`config.mk`:
```
export PLATFORM = sky130hd
export DESIGN_NAME = result_unload
export DESIGN_NICKNAME = d
export VERILOG_FILES = /design/src/rtl/dataload_pkg.sv /design/src/rtl/piso_buffer.sv /design/src/rtl/result_unload.sv
export SDC_FILE = /design/constraint.sdc
export NUM_CORES = 1
export LEC_CHECK = 0
export CAP_MARGIN = 25
export CORE_ASPECT_RATIO = 2
export CORE_MARGIN = 2
export CORE_UTILIZATION = 37
export CTS_BUF_LIST = sky130_fd_sc_hd__clkbuf_16
export DETAILED_ROUTE_END_ITERATION = 7
export RECOVER_POWER = 100
export SYNTH_ARGS = -nofsm -noshare
export SYNTH_HDL_FRONTEND = slang
export SYNTH_HIERARCHICAL = 1
export SYNTH_SLANG_ARGS = --single-unit
export TNS_END_PERCENT = 100
```
`constraint.sdc`:
```
create_clock -name clk -period 4.1 [get_ports clk]
set_input_delay 0.41 -clock clk [delete_from_list [all_inputs] [get_ports clk]]
set_output_delay 0.41 -clock clk [all_outputs]
set_load 0.05 [all_outputs]
```
`src/rtl/dataload_pkg.sv`:
```
// ---------------------------------------------------------------------------
// dataload_pkg : shared framing constants and unload FSM state type  (rev 1.0)
// ---------------------------------------------------------------------------
`default_nettype none

package dataload_pkg;

  localparam int WORD_W      = 32;
  localparam int FRAME_WORDS = 8;

  typedef enum logic {IDLE, SEND} unload_state_e;

endpackage

`default_nettype wire

```
`src/rtl/piso_buffer.sv`:
```
// ---------------------------------------------------------------------------
// piso_buffer : parallel-load, shift-right, zero-fill frame register  (rev 1.0)
// ---------------------------------------------------------------------------
`default_nettype none

module piso_buffer #(
  parameter int WORD_WIDTH = 32,
  parameter int NUM_WORDS  = 8
) (
  input  logic                            clk,
  input  logic                            rst_n,
  input  logic                            load_en,
  input  logic                            shift_en,
  input  logic                            clear,
  input  logic [WORD_WIDTH*NUM_WORDS-1:0] data_i,
  output logic [WORD_WIDTH-1:0]           data_o
);

  localparam int FRAME_W = WORD_WIDTH * NUM_WORDS;

  logic [FRAME_W-1:0] shift_q;

  // clear outranks load so an abort can never be overridden by a new frame
  always_ff @(posedge clk or negedge rst_n) begin
    if (!rst_n) begin
      shift_q <= '0;
    end else if (clear) begin
      shift_q <= '0;
    end else if (load_en) begin
      shift_q <= data_i;
    end else if (shift_en) begin
      shift_q <= shift_q >> WORD_WIDTH;
    end
  end

  assign data_o = shift_q[WORD_WIDTH-1:0];

endmodule

`default_nettype wire

```
`src/rtl/result_unload.sv`:
```
// ---------------------------------------------------------------------------
// result_unload : serialises a wide result frame onto a valid/ready word bus  (rev 1.0)
// ---------------------------------------------------------------------------
`default_nettype none

module result_unload
  import dataload_pkg::*;
#(
  parameter int  WORD_WIDTH = WORD_W,
  parameter int  NUM_WORDS  = FRAME_WORDS,
  localparam int CNT_WIDTH  = (NUM_WORDS > 1) ? $clog2(NUM_WORDS) : 1
) (
  input  logic                            clk,
  input  logic                            rst_n,
  input  logic [WORD_WIDTH*NUM_WORDS-1:0] result_i,
  input  logic                            result_valid_i,
  output logic                            result_ready_o,
  input  logic                            flush_i,
  output logic [WORD_WIDTH-1:0]           data_o,
  output logic                            data_valid_o,
  input  logic                            data_ready_i,
  output logic                            last_o,
  output logic [CNT_WIDTH-1:0]            word_idx_o,
  output logic                            busy_o,
  output logic                            done_o
);

  localparam logic [CNT_WIDTH-1:0] LAST_IDX = CNT_WIDTH'(NUM_WORDS - 1);

  unload_state_e          state_q, state_d;
  logic [CNT_WIDTH-1:0]   idx_q;
  logic                   done_q;
  logic                   beat, final_beat, capture;

  assign data_valid_o = (state_q == SEND);
  assign busy_o       = (state_q == SEND);
  assign last_o       = data_valid_o && (idx_q == LAST_IDX);
  assign word_idx_o   = idx_q;
  assign done_o       = done_q;

  assign beat       = data_valid_o && data_ready_i;
  assign final_beat = beat && last_o;

  // Ready opens on the final beat so the next frame follows without a bubble
  assign result_ready_o = !flush_i && ((state_q == IDLE) || final_beat);
  assign capture        = result_valid_i && result_ready_o;

  always_ff @(posedge clk or negedge rst_n) begin
    if (!rst_n) begin
      state_q <= IDLE;
    end else begin
      state_q <= state_d;
    end
  end

  always_comb begin
    state_d = state_q;
    case (state_q)
      IDLE:    if (capture) state_d = SEND;
      SEND:    if (final_beat && !capture) state_d = IDLE;
      default: state_d = IDLE;
    endcase
    if (flush_i) state_d = IDLE;
  end

  always_ff @(posedge clk or negedge rst_n) begin
    if (!rst_n) begin
      idx_q  <= '0;
      done_q <= 1'b0;
    end else begin
      done_q <= final_beat && !flush_i;
      if (flush_i || capture || final_beat) begin
        idx_q <= '0;
      end else if (beat) begin
        idx_q <= idx_q + CNT_WIDTH'(1);
      end
    end
  end

  piso_buffer #(
    .WORD_WIDTH (WORD_WIDTH),
    .NUM_WORDS  (NUM_WORDS)
  ) u_piso (
    .clk      (clk),
    .rst_n    (rst_n),
    .load_en  (capture),
    .shift_en (beat),
    .clear    (flush_i),
    .data_i   (result_i),
    .data_o   (data_o)
  );

endmodule

`default_nettype wire

```
==> results.sh <==
export IMPL_start_util_pct=37.3
export IMPL_max_stage_delay_ns=0.83
export IMPL_critPathCaptureType="flip-flop"
export IMPL_hold_viol_final=0
export IMPL_path_clk_slew_ns=0.07
export IMPL_cts_buffers=26
export IMPL_cts_sinks=261
export IMPL_insertion_delay_ns=0.54
export IMPL_tightest_slew_ns=1.66
export IMPL_slew_headroom_pct=-10.8
export IMPL_post_route_period_util_pct=80.7
export IMPL_drt_total_wl_um=37400
export IMPL_rsz0062_at_grt="false"
export IMPL_irDropWorstVdd_mv=0.317
export IMPL_synth_distinct_cells=26
export IMPL_status="complete, but fails checks"
export IMPL_nets=1663
export IMPL_finalSetupViolations=0
export IMPL_drv_slew=156
export IMPL_p_total_mw=6.22
export IMPL_hold_ws_ns=0.374
export IMPL_wl_per_cell_um=19.8
export IMPL_final_cell_mix="261 x dfrtp_1, 258 x clkdlybuf4s50_1, 225 x nor2b_1, 224 x mux2i_1, 224 x a211oi_1"
export IMPL_hold_path_class="in2reg"
export IMPL_criticalPathCategory="reg2reg"
export IMPL_cp_required_ns=4.53
export IMPL_firstDrtPassIters=4
export IMPL_ant_nets=0
export IMPL_vias_per_cell=5.23
export IMPL_final_util_pct=47.6
export IMPL_setup_tns_ns=0
export IMPL_antenna_found_initial=12
export IMPL_clockBufferDepth=3
export IMPL_syn_nets=1461
export IMPL_die_area_sq_um=38200
export IMPL_dp_hpwl_um=24200
export IMPL_fin_skew_ns=0.0158
export IMPL_leakagePower_nw=6.85
export IMPL_clockRootBuffer="clkbuf_16"
export IMPL_htreeDepth=1
export IMPL_port_buffers=300
export IMPL_path_common_cell="ha_1"
export IMPL_synth_cells=1198
export IMPL_grt_use_total_pct=19.1
export IMPL_area_delta_synth_final_pct=27.6
export IMPL_dr_first_iter_drc_count=508
export IMPL_grt_max_degree=271
export IMPL_slowest_stage="nor3b_1"
export IMPL_crit_arrival_ns=3.73
export IMPL_cp_cell_sequence="ha_1, ha_1, a21boi_0, nor3b_1, inv_8, buf_4, a211oi_1"
export IMPL_maxCapViolCount=3
export IMPL_syn_area_per_cell_sq_um=11.3
export IMPL_path_max_fanout=164
export IMPL_drc=0
export IMPL_synth_area_sq_um=13500
export IMPL_place_ws_ns=0.985
export IMPL_postPlaceCellArea_sq_um=16500
export IMPL_violations="max-capacitance violations, max-slew violations"
export IMPL_yosysWarnings=6
export IMPL_fin_area_sq_um=17300
export IMPL_cts_tree="built"
export IMPL_start_kind="flip-flop"
export IMPL_nFillCells=3426
export IMPL_ios=301
export IMPL_num_rows=99
export IMPL_layout_setup_ws_ns=0.792
export IMPL_cts_resized=0
export IMPL_core_sq_um=36300
export IMPL_final_common_cell="dfrtp_1"
export IMPL_fin_crit_ns=3.31
export IMPL_crit_family="buffers and inverters"
export IMPL_grt_overflow=0
export IMPL_grt_pass1_vias=10114
export IMPL_die_x_um=139
export IMPL_vias=9862
export IMPL_dpl_cell_count=1825
export IMPL_stdcell_count=1886
export IMPL_ys_seq_elements=261
export IMPL_drive_gt1_share_pct=4.23
export IMPL_ys_seq_area_share_pct=48.2
export IMPL_power_density_nw_per_um2=360
export IMPL_grt_pass1_wl_um=58900
export IMPL_clock_fmax_mhz=302
export IMPL_worst_path_buf_inv=2
export IMPL_gp_congestion=0.778
export IMPL_die_h_um=275
-- area by class of cell --
class	count	area, sq um	share of cell area [%]
tap	454	568	3.29
antenna	12	30.0	0.174
inverter	1	11.3	0.0652
multi-input combinational	788	6070	35.1
clock inverter	21	168	0.971
sequential	261	6530	37.8
timing repair buffer	322	3220	18.6
clock buffer	27	676	3.91
-- registers in the layout, indices dropped and copies added, names as in the netlist --
name / cells
busy_o: 1
done_o: 1
u_piso/shift_q: 256
word_idx_o: 3
-- repair_timing --
item / CTS / global route
setup buffers: 0 / 0
endpoints found under the hold margin: 27 / 0
hold buffers: 1 / 0
-- layer usage --
| layer | up-vias | wire [um] | track usage (%) |
|---|---|---|---|
| met5 | - | 0 | 0 |
| met4 | 0 | 1100 | 8.16 |
| met3 | 43 | 1300 | 2.29 |
| met2 | 231 | 19000 | 32.2 |
| met1 | 4863 | 16000 | 24.9 |
| li1 | 4725 | - | - |
-- synthesized netlist by cell type (all sizes together) --
cell	count	area (sq um)
or3b	32	280
inv	1	3.75
buf	83	664
dfrtp	261	6530
and3b	1	8.76
a21boi	1	7.51
clkbuf	65	244
mux2i	224	2240
a211oi	224	1680
a21bo	3	30.0
a21oi	32	160
nor2b	225	1410
nor3b	1	7.51
nand2	32	120
nor2	1	3.75
nand3	2	10.0
a2111oi	3	70.1
and3	1	11.3
and2	2	12.5
ha	2	25.0
nand3b	1	7.51
o21ba	1	10.0
-- worst register-to-register path: stages, from the launching register on --
cell	delay, ns
dfrtp_1	0.40
ha_1	0.17
ha_1	0.20
a21boi_0	0.16
nor3b_1	0.83
inv_8	0.53
buf_4	0.62
a211oi_1	0.28
-- final timing paths --
kind | startpoint | endpoint | slack (ns) | cells past startpoint
worst max-delay path | word_idx_o[0] | u_piso/shift_q[161] | 0.79 | 7
worst min-delay path | flush_i | u_piso/shift_q[233] | 0.37 | 2
max in group asynchronous | rst_n | u_piso/shift_q[0] | 1.38 | 3
worst min register to register | u_piso/shift_q[225] | u_piso/shift_q[193] | 0.61 | 2
min in group asynchronous | rst_n | u_piso/shift_q[7] | 0.53 | 2
worst max register to register | word_idx_o[0] | u_piso/shift_q[161] | 0.79 | 7
-- kinds of logic after synthesis --
| logic type | after synthesis | synth area share (%) |
|---|---|---|
| AND/OR/NAND/NOR | 298 | 13.8 |
| AO/OA/AOI/OAI | 264 | 14.5 |
| flip-flops | 261 | 48.2 |
| multiplexers | 224 | 16.6 |
| buffers and inverters | 149 | 6.74 |
| adder cells (fa/ha/maj) | 2 | 0.185 |
-- power breakdown --
group          switching, mW  leakage [nW]  internal, mW
sequential             0.106          3.52          2.74
clock                   1.02         0.440          1.37
combinational          0.496          2.89         0.495
(Power assumes the default switching activity.)
